**config.mk**
```make
export PLATFORM = sky130hd
export DESIGN_NAME = seg_scan_ctrl_flat
export DESIGN_NICKNAME = d
export VERILOG_FILES = /design/src/rtl/seg_pkg.sv /design/src/rtl/seg_scan_ctrl_if.sv /design/src/rtl/seg_scan_ctrl_prescaler.sv /design/src/rtl/seg_scan_ctrl.sv /design/src/flat_wrapper.sv
export SDC_FILE = /design/constraint.sdc
export NUM_CORES = 1
export LEC_CHECK = 0
export ABC_CLOCK_PERIOD_IN_PS = 4500
export BUFFER_PORTS_ARGS = -buffer_cell sky130_fd_sc_hd__buf_2
export CAP_MARGIN = 20
export CORE_ASPECT_RATIO = 0.6
export CORE_UTILIZATION = 56
export DETAILED_ROUTE_END_ITERATION = 16
export PLACE_DENSITY = 0.75
export RECOVER_POWER = 25
export SLEW_MARGIN = 30
export SYNTH_ARGS = -nofsm -noshare
export SYNTH_HDL_FRONTEND = slang
export SYNTH_SLANG_ARGS = --single-unit
export TNS_END_PERCENT = 5
```
**constraint.sdc**
```tcl
create_clock -name clk -period 4.5 [get_ports clk]
set_input_delay 0.45 -clock clk [delete_from_list [all_inputs] [get_ports clk]]
set_output_delay 0.45 -clock clk [all_outputs]
set_load 0.005 [all_outputs]
```
**src/rtl/seg_pkg.sv**
```systemverilog
// Shared constants, payload type and helpers for the 7-segment scan controller.
package seg_pkg;

  localparam int unsigned SEG_DIGITS_DEF = 4;
  localparam int unsigned SCAN_DIV_DEF   = 50000;
  localparam int unsigned GUARD_DEF      = 16;
  localparam int unsigned MAX_DIGITS     = 8;
  localparam int unsigned NIB_W          = 4;
  localparam int unsigned DATA_MAX_W     = NIB_W * MAX_DIGITS;

  // Display word sized for the widest build; unused upper nibbles stay zero.
  typedef struct packed {
    logic                  hex;
    logic [DATA_MAX_W-1:0] nibs;
  } disp_word_t;

  function automatic logic [MAX_DIGITS-1:0] AN_OFF();
    return '1;
  endfunction

  function automatic logic [NIB_W-1:0] nibble(input logic [DATA_MAX_W-1:0] nibs,
                                              input logic [2:0]            i);
    return nibs[NIB_W*i +: NIB_W];
  endfunction

endpackage

```
**src/rtl/seg_scan_ctrl_if.sv**
```systemverilog
// Data/strobe and display-side signals of the scan controller.
interface seg_scan_ctrl_if #(
  parameter int unsigned DIGITS = seg_pkg::SEG_DIGITS_DEF
);
  logic                  load;
  logic [4*DIGITS-1:0]   data_in;
  logic                  hex_mode_in;
  logic                  lz_blank;
  logic [3:0]            digit;
  logic                  sel;
  logic [DIGITS-1:0]     an;
  logic                  frame_done;

  modport master (
    output load, data_in, hex_mode_in, lz_blank,
    input  digit, sel, an, frame_done
  );

  modport slave (
    input  load, data_in, hex_mode_in, lz_blank,
    output digit, sel, an, frame_done
  );
endinterface

```
**src/rtl/seg_scan_ctrl_prescaler.sv**
```systemverilog
// Modulo-SCAN_DIV slot counter; tick_c marks the terminal count.
module scan_prescaler
  import seg_pkg::*;
#(
  parameter int unsigned SCAN_DIV = SCAN_DIV_DEF,
  localparam int unsigned CNT_W   = $clog2(SCAN_DIV)
) (
  input  logic             clk,
  input  logic             rst,
  output logic [CNT_W-1:0] cnt,
  output logic             tick_c
);

  assign tick_c = (cnt == CNT_W'(SCAN_DIV - 1));

  always_ff @(posedge clk or posedge rst) begin
    if (rst) begin
      cnt <= '0;
    end else if (tick_c) begin
      cnt <= '0;
    end else begin
      cnt <= cnt + CNT_W'(1);
    end
  end

endmodule

```
**src/rtl/seg_scan_ctrl.sv**
```systemverilog
// Multiplexed common-anode display scanner with frame-synchronous update,
// anode guard interval and leading-zero blanking.
module seg_scan_ctrl
  import seg_pkg::*;
#(
  parameter int unsigned DIGITS   = SEG_DIGITS_DEF,
  parameter int unsigned SCAN_DIV = SCAN_DIV_DEF,
  parameter int unsigned GUARD    = GUARD_DEF
) (
  input  logic            clk,
  input  logic            rst,
  seg_scan_ctrl_if.slave  bus
);

  localparam int unsigned CNT_W = $clog2(SCAN_DIV);
  localparam int unsigned IDX_W = $clog2(DIGITS);

  logic [CNT_W-1:0]  cnt;
  logic [CNT_W-1:0]  cnt_nxt_c;
  logic              tick_c;
  logic              wrap_c;
  logic              guard_c;
  logic              blank_c;
  logic [IDX_W-1:0]  idx;
  logic [IDX_W-1:0]  idx_nxt_c;
  disp_word_t        shadow;
  disp_word_t        active;
  disp_word_t        load_word_c;
  disp_word_t        shadow_nxt_c;
  disp_word_t        active_nxt_c;
  logic [DIGITS-1:0] an_nxt_c;

  scan_prescaler #(.SCAN_DIV(SCAN_DIV)) u_prescaler (
    .clk    (clk),
    .rst    (rst),
    .cnt    (cnt),
    .tick_c (tick_c)
  );

  // Outputs are registered from the post-edge state, so decode from next values.
  always_comb begin
    load_word_c  = '{hex: bus.hex_mode_in, nibs: DATA_MAX_W'(bus.data_in)};
    wrap_c       = tick_c && (idx == IDX_W'(DIGITS - 1));
    cnt_nxt_c    = tick_c ? '0 : cnt + CNT_W'(1);
    idx_nxt_c    = idx;
    if (tick_c) begin
      idx_nxt_c = wrap_c ? '0 : idx + IDX_W'(1);
    end
    shadow_nxt_c = bus.load ? load_word_c : shadow;
    active_nxt_c = active;
    if (wrap_c) begin
      active_nxt_c = bus.load ? load_word_c : shadow;
    end
    // cnt < GUARD written as cnt+1 <= GUARD so GUARD=0 is not a degenerate compare.
    guard_c      = (32'(cnt_nxt_c) + 32'd1) <= GUARD;
    blank_c      = bus.lz_blank && (idx_nxt_c != '0) &&
                   ((active_nxt_c.nibs >> (NIB_W * idx_nxt_c)) == '0);
    an_nxt_c     = ~(DIGITS'(1) << idx_nxt_c);
    if (guard_c || blank_c) begin
      an_nxt_c = DIGITS'(AN_OFF());
    end
  end

  always_ff @(posedge clk or posedge rst) begin
    if (rst) begin
      idx            <= '0;
      shadow         <= '0;
      active         <= '0;
      bus.digit      <= '0;
      bus.sel        <= 1'b0;
      bus.an         <= DIGITS'(AN_OFF());
      bus.frame_done <= 1'b0;
    end else begin
      idx            <= idx_nxt_c;
      shadow         <= shadow_nxt_c;
      active         <= active_nxt_c;
      bus.digit      <= nibble(active_nxt_c.nibs, 3'(idx_nxt_c));
      bus.sel        <= active_nxt_c.hex;
      bus.an         <= an_nxt_c;
      bus.frame_done <= wrap_c;
    end
  end

endmodule

```
**src/flat_wrapper.sv**
```systemverilog
// flat-port wrapper written by rule: the top's interface ports become plain ports
module seg_scan_ctrl_flat import seg_pkg::*;
#(
  parameter int unsigned DIGITS   = SEG_DIGITS_DEF,
  parameter int unsigned SCAN_DIV = SCAN_DIV_DEF,
  parameter int unsigned GUARD    = GUARD_DEF
)
  (clk, rst, bus_load, bus_data_in, bus_hex_mode_in, bus_lz_blank, bus_digit, bus_sel, bus_an, bus_frame_done);
  seg_scan_ctrl_if #(.DIGITS(DIGITS)) bus_i ();
  input  logic clk;
  input  logic rst;
  input wire logic [$bits(bus_i.load)-1:0] bus_load;
  input wire logic [$bits(bus_i.data_in)-1:0] bus_data_in;
  input wire logic [$bits(bus_i.hex_mode_in)-1:0] bus_hex_mode_in;
  input wire logic [$bits(bus_i.lz_blank)-1:0] bus_lz_blank;
  output wire logic [$bits(bus_i.digit)-1:0] bus_digit;
  output wire logic [$bits(bus_i.sel)-1:0] bus_sel;
  output wire logic [$bits(bus_i.an)-1:0] bus_an;
  output wire logic [$bits(bus_i.frame_done)-1:0] bus_frame_done;
  assign bus_i.load = bus_load;
  assign bus_i.data_in = bus_data_in;
  assign bus_i.hex_mode_in = bus_hex_mode_in;
  assign bus_i.lz_blank = bus_lz_blank;
  assign bus_digit = bus_i.digit;
  assign bus_sel = bus_i.sel;
  assign bus_an = bus_i.an;
  assign bus_frame_done = bus_i.frame_done;
  seg_scan_ctrl #(.DIGITS(DIGITS), .SCAN_DIV(SCAN_DIV), .GUARD(GUARD)) u_core (.clk(clk), .rst(rst), .bus(bus_i));
endmodule
```
==> results.sh, run 1 <==
export IMPL_dr_total_vias=2901
export IMPL_whs_ns=0.356
export IMPL_cts_setup_buffers=0
export IMPL_stdcell_area_um2=4830
export IMPL_leakagePower_nw=2.31
export IMPL_endpoint_kind="register"
export IMPL_status="complete, but fails checks"
export IMPL_placed_cells=480
export IMPL_timing_hold_violations_final=0
export IMPL_ctsLongestPathBuffers=2
export IMPL_postCtsResizedCells=0
export IMPL_place_area_um2=4560
export IMPL_grt_pass1_vias=2771
export IMPL_power_switching_share_pct=21.9
export IMPL_n_antenna_cell=0
export IMPL_synth_area_leaders="sky130_fd_sc_hd__dfrtp_1 51%, sky130_fd_sc_hd__mux2_2 13%, sky130_fd_sc_hd__mux2i_1 3.5%"
export IMPL_synth_nets=382
export IMPL_cts_htree_levels=3
export IMPL_route_detailed_wl_per_inst_um=18.1
export IMPL_first_pass_iters=4
export IMPL_number_of_warnings_reported_in_the_yosys_synthesis_log=0
export IMPL_largest_area_contributor_in_the_netlist="sky130_fd_sc_hd__dfrtp_1"
export IMPL_worst_ir_drop_vdd_mv=0.208
export IMPL_clk_insertion_delay_late_ns=0.35
export IMPL_synth_async_reset_ratio_pct=100
export IMPL_worstPathMaxFanout=23
export IMPL_drive_above_1_share_pct=28.1
export IMPL_nNetsFinal=411
export IMPL_avg_cell_area_syn_um2=12.1
export IMPL_worst_pin_slew_ns=1.98
export IMPL_share_of_synthesized_area_occupied_by_flip_flops_and_latches_pct=53.9
export IMPL_detail_route_iter0_violations=227
export IMPL_yosys_cell_types_count=54
export IMPL_critical_path_class="register to register"
export IMPL_fin_cells=496
export IMPL_fin_tns_setup_ns=0
export IMPL_post_route_skew_ns=0.00512
export IMPL_global_route_wire_length_before_repair_um=14900
export IMPL_power_share_clock_pct=42.4
export IMPL_finish_utilization_pct=65.7
export IMPL_detail_route_vias_per_cell=5.85
export IMPL_synth_top_cell_area_share_pct=51.4
export IMPL_pre_cts_ws_ns=0.742
export IMPL_count_of_flip_flops_with_a_built_in_enable_after_synthesis=0
export IMPL_placement_rows=24
export IMPL_final_critical_path_required_period_ns=3.85
export IMPL_gr_total_overflow=0
export IMPL_detailed_place_hpwl_um=6430
export IMPL_placeableCoreArea_um2=7360
export IMPL_drt_antenna_violating_nets=0
export IMPL_grt_start_max_net_pins=48
export IMPL_number_of_buffers_inserted_for_hold_repair_after_clock_tree_synthesis=0
export IMPL_initial_utilization_pct=58.9
export IMPL_syn_area_um2=4330
export IMPL_initial_antenna_violation_count=0
export IMPL_track_usage_pct=25.2
export IMPL_unrepaired_setup_endpoints_after_global_routing="no"
export IMPL_cts_tree="yes"
export IMPL_portBuffers=30
export IMPL_ctsRootBufferMaster="sky130_fd_sc_hd__clkbuf_16"
export IMPL_drv_slew=83
export IMPL_internal_power_mw=1.28
export IMPL_placer_congestion=0.851
export IMPL_critical_path_startpoint_type="register"
export IMPL_postSynthRegisterBits=93
export IMPL_share_seq_of_total_power_pct=52.9
export IMPL_slew_headroom_pct=-33.0
export IMPL_cp_data_required_time_ns=4.78
export IMPL_routed_wirelength_um=8970
export IMPL_die_h_um=70.1
export IMPL_io_pins=31
export IMPL_finalSetupViolations=0
export IMPL_post_synth_inst_count=358
export IMPL_maxcap_violations=2
export IMPL_clk_pin_slew_ns=0.06
export IMPL_chipWidth_um=116
export IMPL_switching_power_mw=0.359
export IMPL_report_power_total_mw=1.64
export IMPL_syn_to_final_growth_pct=11.6
export IMPL_cts_inserted_buffers=9
export IMPL_failing_checks="capacitance limit, slew limit"
export IMPL_share_comb_of_total_power_pct=4.7
export IMPL_total_die_area_um2=8100
export IMPL_class_of_the_tightest_hold_or_removal_check="input pin to register"
export IMPL_power_density_cell_area_nw_per_um2=340
export IMPL_synthFlopType="sky130_fd_sc_hd__dfrtp_1"
export IMPL_fmax_mhz=260
export IMPL_layout_worst_path_cycle_share_pct=85.5
export IMPL_nFillCells=537
export IMPL_arrival_ns=4.12
export IMPL_clkSinkCount=93
export IMPL_drcViolationCount=0
export IMPL_worst_case_setup_margin_in_the_final_layout_ns=0.652
-- power by group through the flow --
stage	Combinational, mW	Clock (mW)	Sequential (mW)
4_1_cts	0.0780	0.711	0.869
6_report	0.0770	0.695	0.869
5_1_grt	0.0865	0.741	0.871
3_5_place_dp	0.0776	0	0.884
3_3_place_gp	0.0751	0	0.882
2_1_floorplan	0.0507	0	0.881
-- cell families (layout without fill, tap and decap cells) --
| group | Yosys count | after routing | synth area share [%] |
|---|---|---|---|
| simple gates | 114 | 114 | 16.0 |
| mux | 64 | 64 | 16.2 |
| flops | 93 | 93 | 53.9 |
| xor+xnor | 16 | 16 | 3.24 |
| buf+inv | 29 | 63 | 2.95 |
| fa+ha+maj | 3 | 3 | 0.867 |
| compound gates | 39 | 39 | 6.85 |
-- registers in the layout, indices dropped and copies added (netlist names) --
| register | cells |
|---|---|
| u_core.active | 32 |
| u_core.bus.an | 4 |
| u_core.bus.digit | 4 |
| u_core.bus.frame_done | 1 |
| u_core.bus.sel | 1 |
| u_core.idx | 2 |
| u_core.shadow | 33 |
| u_core.u_prescaler.cnt | 16 |
-- area by class of cell --
cell class	instances	area, um^2	share of cell area [%]
flip-flops and latches	93	2330	48.3
multi-input cells	236	1870	38.7
well taps	104	130	2.69
inverters	13	50.0	1.04
repair buffers	34	179	3.70
clock buffers	13	250	5.18
clock inverters	3	21.3	0.440
-- routing by layer --
metal  part of all wire, %  global-route usage (%)  wire (um)
met5                     0                       0          0
met2                    39                    30.7       3520
met4                  0.90                    4.76         81
met3                   6.6                    8.51        593
met1                    53                    42.0       4780
-- cell usage after synthesis (3+ instances only) --
library cell                n
sky130_fd_sc_hd__dfrtp_1   89
sky130_fd_sc_hd__mux2_2    49
sky130_fd_sc_hd__nand2_1   16
sky130_fd_sc_hd__mux2i_1   15
sky130_fd_sc_hd__nor2_1    15
sky130_fd_sc_hd__nor2b_1   15
sky130_fd_sc_hd__inv_1     13
sky130_fd_sc_hd__nor4_1    13
sky130_fd_sc_hd__nand3_1   11
sky130_fd_sc_hd__o21ai_0    9
sky130_fd_sc_hd__xor2_1     9
sky130_fd_sc_hd__nand4_1    8
sky130_fd_sc_hd__xnor2_1    7
sky130_fd_sc_hd__buf_2      6
sky130_fd_sc_hd__clkbuf_1   6
sky130_fd_sc_hd__nor3_1     5
sky130_fd_sc_hd__or4_1      5
sky130_fd_sc_hd__a21oi_1    4
sky130_fd_sc_hd__and2_1     4
sky130_fd_sc_hd__and4_1     4
sky130_fd_sc_hd__dfstp_2    4
sky130_fd_sc_hd__a211oi_1   3
sky130_fd_sc_hd__ha_1       3
sky130_fd_sc_hd__nand2b_1   3
sky130_fd_sc_hd__nand4b_1   3
sky130_fd_sc_hd__o31ai_1    3
-- critical path: stages, from the launching register on --
cell                       delay, ns
sky130_fd_sc_hd__dfrtp_1        0.52
sky130_fd_sc_hd__ha_1           0.39
sky130_fd_sc_hd__and4_1         0.27
sky130_fd_sc_hd__nand4_2        0.62
sky130_fd_sc_hd__mux2_2         0.54
sky130_fd_sc_hd__mux2i_1        0.17
sky130_fd_sc_hd__mux2i_1        0.14
sky130_fd_sc_hd__or4_1          0.55
sky130_fd_sc_hd__a2111o_1       0.44
sky130_fd_sc_hd__nand4_1        0.11
-- final timing paths --
check	start	to	slack, ns	cells past startpoint
max	u_core.u_prescaler.cnt[0]$_DFF_PP0_	u_core.bus.an[3]$_DFF_PP1_	0.65	9
min	bus_data_in[2]	u_core.shadow[2]$_DFF_PP0_	0.36	2
max reg2reg	u_core.u_prescaler.cnt[0]$_DFF_PP0_	u_core.bus.an[3]$_DFF_PP1_	0.65	9
min reg2reg	u_core.active[27]$_DFF_PP0_	u_core.active[27]$_DFF_PP0_	0.48	2
max in group asynchronous	rst	u_core.bus.an[2]$_DFF_PP1_	2.55	3
min in group asynchronous	rst	u_core.u_prescaler.cnt[0]$_DFF_PP0_	0.61	2
-- placed cells by master (no fill, tap or decap), drive strengths merged, types with 3 or more instances in the layout --
master	n
dfrtp	89
mux2	49
buf	33
nand2	16
nor2b	15
nor2	15
mux2i	15
clkbuf	14
nor4	13
inv	12
nand3	11
nand4	10
xor2	9
o21ai	9
xnor2	7
nor3	5
or4	5
and4	4
and2	4
a21oi	4
dfstp	4
o31ai	4
nand2b	3
nand4b	3
a211oi	3
ha	3
Note: power is estimated with default switching activity, not from simulation.
==> run 2, diff against run 1 <==
--- a/config.mk
+++ b/config.mk
@@ -5,13 +5,16 @@
 export SDC_FILE = /design/constraint.sdc
 export NUM_CORES = 1
 export LEC_CHECK = 0
+export ABC_AREA = 1
 export ABC_CLOCK_PERIOD_IN_PS = 4500
 export BUFFER_PORTS_ARGS = -buffer_cell sky130_fd_sc_hd__buf_2
 export CAP_MARGIN = 20
+export CELL_PAD_IN_SITES_DETAIL_PLACEMENT = 1
+export CELL_PAD_IN_SITES_GLOBAL_PLACEMENT = 1
 export CORE_ASPECT_RATIO = 0.6
-export CORE_UTILIZATION = 56
+export CORE_UTILIZATION = 45
 export DETAILED_ROUTE_END_ITERATION = 16
-export PLACE_DENSITY = 0.75
+export PLACE_DENSITY = 0.8
 export RECOVER_POWER = 25
 export SLEW_MARGIN = 30
 export SYNTH_ARGS = -nofsm -noshare
==> run 2 against run 1 <==
The run still ends with capacitance limit, slew limit left. Utilization down 14 points. Global-route usage down 0.88 points. Maximum frequency increased by 22%. Via count is 33% higher. Non-clock buffer count is 3 lower. Critical path depth up 6. Flip-flop and latch count did not move. Wire length grew 34%. Largest cell class unchanged. Highest routed layer unchanged.
==> results.sh, run 2 <==
export IMPL_status="complete, but fails checks"
export IMPL_failing_checks="capacitance limit, slew limit"
export IMPL_ctsLongestPathBuffers=2
export IMPL_layout_worst_path_cycle_share_pct=69.9
export IMPL_cts_htree_levels=3
export IMPL_route_detailed_wl_per_inst_um=15.4
export IMPL_io_pins=31
export IMPL_placement_rows=28
export IMPL_gr_total_overflow=0
export IMPL_drv_slew=53
export IMPL_cp_data_required_time_ns=4.78
export IMPL_fin_cells=776
export IMPL_final_critical_path_required_period_ns=3.15
export IMPL_commonest_non_fill_non_tap_cells_in_the_layout="231 x sky130_fd_sc_hd__nand2_1, 89 x sky130_fd_sc_hd__dfrtp_1, 81 x sky130_fd_sc_hd__inv_1"
export IMPL_critical_path_class="register to register"
export IMPL_worst_case_setup_margin_in_the_final_layout_ns=1.35
export IMPL_detail_route_vias_per_cell=4.98
export IMPL_leakagePower_nw=2.67
export IMPL_total_die_area_um2=10600
export IMPL_share_comb_of_total_power_pct=3.3
export IMPL_first_pass_iters=4
export IMPL_dr_wl_met2_um=4820
export IMPL_yosys_cell_types_count=28
export IMPL_synth_async_reset_ratio_pct=100
export IMPL_worst_pin_slew_ns=2.39
export IMPL_route_top_layer_used="met4"
export IMPL_fin_tns_setup_ns=0
export IMPL_biggest_registers_after_layout="u_core.shadow: 33 flops, u_core.active: 32 flops, u_core.u_prescaler.cnt: 16 flops"
export IMPL_switching_power_mw=0.381
export IMPL_max_reg_flops=33
export IMPL_drive_above_1_share_pct=13.3
export IMPL_syn_area_um2=4580
export IMPL_finalSetupViolations=0
export IMPL_detailed_place_hpwl_um=8860
export IMPL_ctsRootBufferMaster="sky130_fd_sc_hd__clkbuf_16"
export IMPL_endpoint_kind="register"
export IMPL_syn_to_final_growth_pct=12.2
export IMPL_clk_pin_slew_ns=0.07
export IMPL_fmax_mhz=318
export IMPL_initial_utilization_pct=46.3
export IMPL_unrepaired_setup_endpoints_after_global_routing="no"
export IMPL_synth_area_leaders="sky130_fd_sc_hd__dfrtp_1 49%, sky130_fd_sc_hd__nand2_1 19%, sky130_fd_sc_hd__inv_1 6.7%"
export IMPL_postSynthRegisterBits=93
export IMPL_met3RoutedLength_um=565
export IMPL_post_synth_inst_count=606
export IMPL_yosys_cell_count_top_type="sky130_fd_sc_hd__nand2_1"
export IMPL_share_of_synthesized_area_occupied_by_flip_flops_and_latches_pct=51.0
export IMPL_cts_setup_buffers=0
export IMPL_postCtsResizedCells=0
export IMPL_placed_cells=760
export IMPL_arrival_ns=3.42
export IMPL_portBuffers=30
export IMPL_nNetsFinal=660
export IMPL_post_route_skew_ns=0.0113
export IMPL_placeableCoreArea_um2=9880
export IMPL_global_route_wire_length_before_repair_um=19600
export IMPL_timing_hold_violations_final=0
export IMPL_placer_congestion=0.838
export IMPL_detail_route_iter0_violations=280
export IMPL_initial_antenna_violation_count=0
export IMPL_cts_tree="yes"
export IMPL_layout_commonest_cell="sky130_fd_sc_hd__nand2_1"
export IMPL_synthFlopType="sky130_fd_sc_hd__dfrtp_1"
export IMPL_n_antenna_cell=0
export IMPL_number_of_buffers_inserted_for_hold_repair_after_clock_tree_synthesis=0
export IMPL_clk_insertion_delay_late_ns=0.35
export IMPL_synth_nets=630
export IMPL_worstPathMaxFanout=21
export IMPL_drt_met1_wl_um=6520
export IMPL_worst_ir_drop_vdd_mv=0.177
export IMPL_power_switching_share_pct=22.7
export IMPL_power_share_clock_pct=45.9
export IMPL_internal_power_mw=1.30
export IMPL_largest_area_contributor_in_the_netlist="sky130_fd_sc_hd__dfrtp_1"
export IMPL_class_of_the_tightest_hold_or_removal_check="input pin to register"
export IMPL_grt_pass1_vias=3850
export IMPL_power_density_cell_area_nw_per_um2=327
export IMPL_pre_cts_ws_ns=1.43
export IMPL_chipWidth_um=132
export IMPL_cts_inserted_buffers=9
export IMPL_dr_total_vias=3863
export IMPL_finish_utilization_pct=52.0
export IMPL_slew_headroom_pct=-59.9
export IMPL_die_h_um=80.1
export IMPL_drt_antenna_violating_nets=0
export IMPL_largest_register="u_core.shadow"
export IMPL_clkSinkCount=93
export IMPL_avg_cell_area_syn_um2=7.55
export IMPL_routed_wirelength_um=12000
export IMPL_track_usage_pct=24.3
export IMPL_share_seq_of_total_power_pct=50.8
export IMPL_count_of_flip_flops_with_a_built_in_enable_after_synthesis=0
export IMPL_number_of_warnings_reported_in_the_yosys_synthesis_log=0
export IMPL_drcViolationCount=0
export IMPL_synth_common_cells="231 x sky130_fd_sc_hd__nand2_1, 89 x sky130_fd_sc_hd__dfrtp_1, 82 x sky130_fd_sc_hd__inv_1, 69 x sky130_fd_sc_hd__nor2_1, 38 x sky130_fd_sc_hd__nand3_1"
export IMPL_maxcap_violations=1
export IMPL_synth_top_cell_area_share_pct=48.7
export IMPL_grt_start_max_net_pins=53
export IMPL_critical_path_startpoint_type="register"
## run 2: changes by cell type after synthesis, moves of 13 or more
cell                      delta
sky130_fd_sc_hd__nand2_1   +215
sky130_fd_sc_hd__inv_1      +69
sky130_fd_sc_hd__nor2_1     +54
sky130_fd_sc_hd__mux2_2     -49
sky130_fd_sc_hd__nand3_1    +27
sky130_fd_sc_hd__mux2i_1    -15
sky130_fd_sc_hd__nor2b_1    -15
sky130_fd_sc_hd__nor2_2     +14
sky130_fd_sc_hd__nor4_1     -13
## run 2: final cells by class
class	count	area (um^2)
clock buffer	10	229
clock inverter	6	71.3
fill	1252	4740
inverter	88	332
multi-input combinational	413	1840
sequential	93	2330
tap	135	169
timing repair buffer	31	158
## run 2: kinds of logic (layout without fill, tap and decap cells)
kind of cell | after synthesis | count (layout) | synth area share (%)
flops | 93 | 93 | 51.0
xor+xnor | 3 | 3 | 0.738
fa+ha+maj | 3 | 3 | 0.820
buf+inv | 100 | 135 | 8.83
compound gates | 25 | 25 | 3.04
simple gates | 382 | 382 | 35.6
## run 2: per-layer routing
layer / up-vias / global-route usage, %
met5: - / 0
met4: 0 / 5.06
met3: 6 / 5.49
met2: 80 / 34.9
met1: 1869 / 37.0
li1: 1908 / -
## run 2: power groups by stage
stage	clock network [mW]	logic [mW]	registers, mW
floorplan	0	0.0333	0.868
global placement	0	0.0533	0.868
detailed placement	0	0.0557	0.869
CTS	0.786	0.0562	0.853
global route	0.821	0.0636	0.854
finish	0.771	0.0547	0.853
## run 2: worst paths after layout
| kind | startpoint | end | slack (ns) | depth (start not counted) |
|---|---|---|---|---|
| setup reg to reg | u_core.u_prescaler.cnt[0]$_DFF_PP0_ | u_core.bus.an[3]$_DFF_PP1_ | 1.35 | 15 |
| setup / recovery | u_core.u_prescaler.cnt[0]$_DFF_PP0_ | u_core.bus.an[3]$_DFF_PP1_ | 1.35 | 15 |
| hold reg to reg | u_core.shadow[6]$_DFF_PP0_ | u_core.shadow[6]$_DFF_PP0_ | 0.47 | 2 |
| min in group asynchronous | rst | u_core.shadow[15]$_DFF_PP0_ | 0.74 | 2 |
| max in group asynchronous | rst | u_core.u_prescaler.cnt[9]$_DFF_PP0_ | 2.35 | 3 |
| hold / removal | bus_data_in[12] | u_core.shadow[12]$_DFF_PP0_ | 0.34 | 3 |
## run 2: metrics by stage
stage	hold WS, ns	power (mW)	instance area, um^2
6_report	0.340	1.68	5130
5_1_grt	0.336	1.74	5130
4_1_cts	0.301	1.70	5130
3_5_place_dp	0.461	0.924	4830
3_3_place_gp	0.448	0.921	4830
2_1_floorplan	0.431	0.901	4580
## run 2: worst max-delay path, stage by stage (launching register included)
cell and delay (ns):
sky130_fd_sc_hd__dfrtp_1 0.48, sky130_fd_sc_hd__ha_1 0.30, sky130_fd_sc_hd__nand3_4 0.13, sky130_fd_sc_hd__nor2_2 0.15, sky130_fd_sc_hd__nand2_2 0.22, sky130_fd_sc_hd__inv_2 0.21
sky130_fd_sc_hd__nand2_1 0.48, sky130_fd_sc_hd__nand2_1 0.26, sky130_fd_sc_hd__nand2_1 0.10, sky130_fd_sc_hd__nor2_1 0.12, sky130_fd_sc_hd__nand3_1 0.09, sky130_fd_sc_hd__nand2_1 0.12
sky130_fd_sc_hd__nand2_1 0.07, sky130_fd_sc_hd__nor2_1 0.12, sky130_fd_sc_hd__nand3_2 0.11, sky130_fd_sc_hd__nand3_1 0.12
==> run 3, diff against run 2 <==
--- a/config.mk
+++ b/config.mk
@@ -5,16 +5,16 @@
 export SDC_FILE = /design/constraint.sdc
 export NUM_CORES = 1
 export LEC_CHECK = 0
-export ABC_AREA = 1
-export ABC_CLOCK_PERIOD_IN_PS = 4500
+export ABC_AREA = 0
+export ABC_CLOCK_PERIOD_IN_PS = 3100
 export BUFFER_PORTS_ARGS = -buffer_cell sky130_fd_sc_hd__buf_2
 export CAP_MARGIN = 20
 export CELL_PAD_IN_SITES_DETAIL_PLACEMENT = 1
 export CELL_PAD_IN_SITES_GLOBAL_PLACEMENT = 1
 export CORE_ASPECT_RATIO = 0.6
-export CORE_UTILIZATION = 45
+export CORE_UTILIZATION = 49
 export DETAILED_ROUTE_END_ITERATION = 16
-export PLACE_DENSITY = 0.8
+export PLACE_DENSITY = 0.79
 export RECOVER_POWER = 25
 export SLEW_MARGIN = 30
 export SYNTH_ARGS = -nofsm -noshare
==> constraint.sdc (replaced) <==
create_clock -name clk -period 3.1 [get_ports clk]
set_input_delay 0.31 -clock clk [delete_from_list [all_inputs] [get_ports clk]]
set_output_delay 0.31 -clock clk [all_outputs]
set_load 0.005 [all_outputs]
==> run 3 against run 2 <==
The run still ends with capacitance limit, slew limit left. Combinational power up 120%. Flip-flop and latch count unchanged. Critical path depth down 5. Final area about the same. Power up 50%. Cell count down 32%. Maximum frequency up 4.5%. First-iteration DRC count down 9.6%. Non-clock buffer count up 25. Sequential power up 48%.
==> results.sh, run 3 (synthesis results as in run 1) <==
export IMPL_status="complete, but fails checks"
export IMPL_failing_checks="capacitance limit, slew limit"
export IMPL_min_delay_start="bus_data_in[6]"
export IMPL_share_comb_of_total_power_pct=4.7
export IMPL_maxcap_violations=1
export IMPL_drive_above_1_share_pct=33.8
export IMPL_power_density_cell_area_nw_per_um2=492
export IMPL_dr_total_vias=3042
export IMPL_rr_endpoint="u_core.bus.an[1]$_DFF_PP1_"
export IMPL_grt_start_max_net_pins=94
export IMPL_worst_r2r_startpoint="u_core.u_prescaler.cnt[11]$_DFF_PP0_"
export IMPL_track_usage_pct=26.3
export IMPL_worstPathMaxFanout=14
export IMPL_initial_antenna_violation_count=0
export IMPL_chipWidth_um=123
export IMPL_fmax_mhz=332
export IMPL_die_h_um=74.8
export IMPL_regArea_um2=2330
export IMPL_detail_route_iter0_violations=253
export IMPL_cts_inserted_buffers=9
export IMPL_post_route_skew_ns=0.00740
export IMPL_detail_route_vias_per_cell=5.78
export IMPL_commonest_non_fill_non_tap_cells_in_the_layout="87 x sky130_fd_sc_hd__dfrtp_1, 49 x sky130_fd_sc_hd__mux2_2, 29 x sky130_fd_sc_hd__buf_2"
export IMPL_arrival_ns=3.29
export IMPL_stdcell_area_um2=5130
export IMPL_placeableCoreArea_um2=8560
export IMPL_cts_htree_levels=3
export IMPL_power_switching_share_pct=22.9
export IMPL_syn_to_final_growth_pct=18.5
export IMPL_total_die_area_um2=9230
export IMPL_whs_ns=0.221
export IMPL_ff2ff_path_depth=10
export IMPL_drt_antenna_violating_nets=0
export IMPL_detailed_place_hpwl_um=7680
export IMPL_global_route_wire_length_before_repair_um=17400
export IMPL_internal_power_mw=1.95
export IMPL_multiInputGateArea_um2=1900
export IMPL_portBuffers=30
export IMPL_drcViolationCount=0
export IMPL_layout_commonest_cell="sky130_fd_sc_hd__dfrtp_1"
export IMPL_regToRegSetupSlack_ns=0.09
export IMPL_fin_tns_setup_ns=0
export IMPL_report_power_total_mw=2.52
export IMPL_power_share_clock_pct=45.4
export IMPL_gr_total_overflow=0
export IMPL_leakagePower_nw=2.46
export IMPL_worst_pin_slew_ns=2.27
export IMPL_nNetsFinal=433
export IMPL_critical_path_max_stage_delay_ns=0.55
export IMPL_cts_tree="yes"
export IMPL_routed_wirelength_um=11600
export IMPL_n_antenna_cell=0
export IMPL_cpMaxStageDelayCell="sky130_fd_sc_hd__or4_1"
export IMPL_cell_mode_on_critical_path="sky130_fd_sc_hd__mux2i_1"
export IMPL_number_of_buffers_inserted_for_hold_repair_after_clock_tree_synthesis=0
export IMPL_endpoint_kind="register"
export IMPL_io_pins=31
export IMPL_clkSinkCount=93
export IMPL_timing_hold_violations_final=0
export IMPL_timing_hold_worst_path_depth=2
export IMPL_hold_path_end="u_core.shadow[6]$_DFF_PP0_"
export IMPL_clk_insertion_delay_late_ns=0.35
export IMPL_placed_cells=504
export IMPL_class_of_the_tightest_hold_or_removal_check="input pin to register"
export IMPL_cp_data_required_time_ns=3.38
export IMPL_route_detailed_wl_per_inst_um=22.0
export IMPL_largest_register="u_core.shadow"
export IMPL_placer_congestion=0.800
export IMPL_fin_cells=526
export IMPL_place_area_um2=4730
export IMPL_biggest_registers_after_layout="u_core.shadow: 33 flops, u_core.active: 32 flops, u_core.u_prescaler.cnt: 16 flops"
export IMPL_layout_worst_path_cycle_share_pct=97.1
export IMPL_max_reg_flops=33
export IMPL_initial_utilization_pct=50.6
export IMPL_grt_pass1_vias=3065
export IMPL_switching_power_mw=0.577
export IMPL_first_pass_iters=4
export IMPL_placement_rows=26
export IMPL_slew_headroom_pct=-51.4
export IMPL_drv_slew=94
export IMPL_nFillCells=866
export IMPL_ctsRootBufferMaster="sky130_fd_sc_hd__clkbuf_16"
export IMPL_critical_path_startpoint_type="register"
export IMPL_ctsLongestPathBuffers=2
export IMPL_worst_ir_drop_vdd_mv=0.313
export IMPL_finalSetupViolations=0
export IMPL_share_seq_of_total_power_pct=50.0
export IMPL_clk_pin_slew_ns=0.07
export IMPL_final_critical_path_required_period_ns=3.01
export IMPL_path_cells="nor4b_4 > buf_4 > nand4_4 > mux2i_4 > buf_12 > mux2i_1 > mux2i_1 > or4_1 > a2111o_1 > nand4_1"
export IMPL_critical_path_class="register to register"
==> run 3: changes by cell type in the layout (fill, tap and decap cells not counted), moves of 13 or more <==
cell | before | now
sky130_fd_sc_hd__nand2_1 | 231 | 16
sky130_fd_sc_hd__inv_1 | 81 | 12
sky130_fd_sc_hd__nor2_1 | 69 | 15
sky130_fd_sc_hd__mux2_2 | 0 | 49
sky130_fd_sc_hd__nand3_1 | 38 | 10
sky130_fd_sc_hd__buf_4 | 1 | 21
sky130_fd_sc_hd__nor2b_1 | 0 | 15
sky130_fd_sc_hd__mux2i_1 | 0 | 14
sky130_fd_sc_hd__nor2_2 | 13 | 0
==> run 3: cell type report <==
class	count	area share, %
inverter	13	0.975
clock buffer	11	4.73
multi-input combinational	236	37.0
sequential	93	45.5
tap	112	2.73
clock inverter	5	1.17
timing repair buffer	56	7.87
==> run 3: power by group through the flow <==
stage	clock network, mW	logic (mW)	registers (mW)
finish	1.14	0.118	1.26
global route	1.20	0.131	1.26
CTS	1.15	0.121	1.26
detailed placement	0	0.120	1.28
global placement	0	0.114	1.28
floorplan	0	0.0736	1.28
==> run 3: worst max-delay path, delay by kind of cell (launching register included) <==
family                 cells  cell delay, ns
AO/OA/AOI/OAI              1            0.36
flip-flops                 1            0.44
AND/OR/NAND/NOR            4            1.15
buffers and inverters      2            0.39
multiplexers               3            0.59
==> run 3: what timing repair did <==
| action | 4_1_cts | 5_1_grt |
|---|---|---|
| gates cloned | 1 | 0 |
| resized for setup | 0 | 7 |
| pin swaps | 1 | 3 |
| setup endpoints to repair | 2 | 4 |
| endpoints found under the hold margin | 0 | 0 |
| setup buffers | 2 | 3 |
==> run 3: worst max-delay path by stage <==
stage / from / end / slack [ns]
floorplan: u_core.u_prescaler.cnt[1]$_DFF_PP0_ / u_core.bus.an[1]$_DFF_PP1_ / 0.03
global placement: u_core.u_prescaler.cnt[1]$_DFF_PP0_ / u_core.bus.an[0]$_DFF_PP1_ / 0.17
detailed placement: u_core.idx[0]$_DFF_PP0_ / u_core.bus.an[1]$_DFF_PP1_ / 0.04
CTS: u_core.idx[0]$_DFF_PP0_ / u_core.bus.an[1]$_DFF_PP1_ / 0.005
global route: u_core.u_prescaler.cnt[0]$_DFF_PP0_ / u_core.bus.an[0]$_DFF_PP1_ / -0.02
finish: u_core.u_prescaler.cnt[11]$_DFF_PP0_ / u_core.bus.an[1]$_DFF_PP1_ / 0.09
==> run 3: through the flow <==
step / setup slack, ns / utilization [%]
6_report: 0.0903 / 60.0
5_1_grt: -0.0181 / 60.0
4_1_cts: 0.00458 / 59.4
3_5_place_dp: 0.0447 / 55.3
3_3_place_gp: 0.166 / 55.3
2_1_floorplan: 0.0263 / -
==> run 3: layer usage <==
metal	vias up	track usage [%]	wire, um
met5	-	0	0
met4	0	8.17	216
met3	18	6.89	613
met2	73	37.4	4990
met1	1542	39.1	5760
li1	1409	-	-
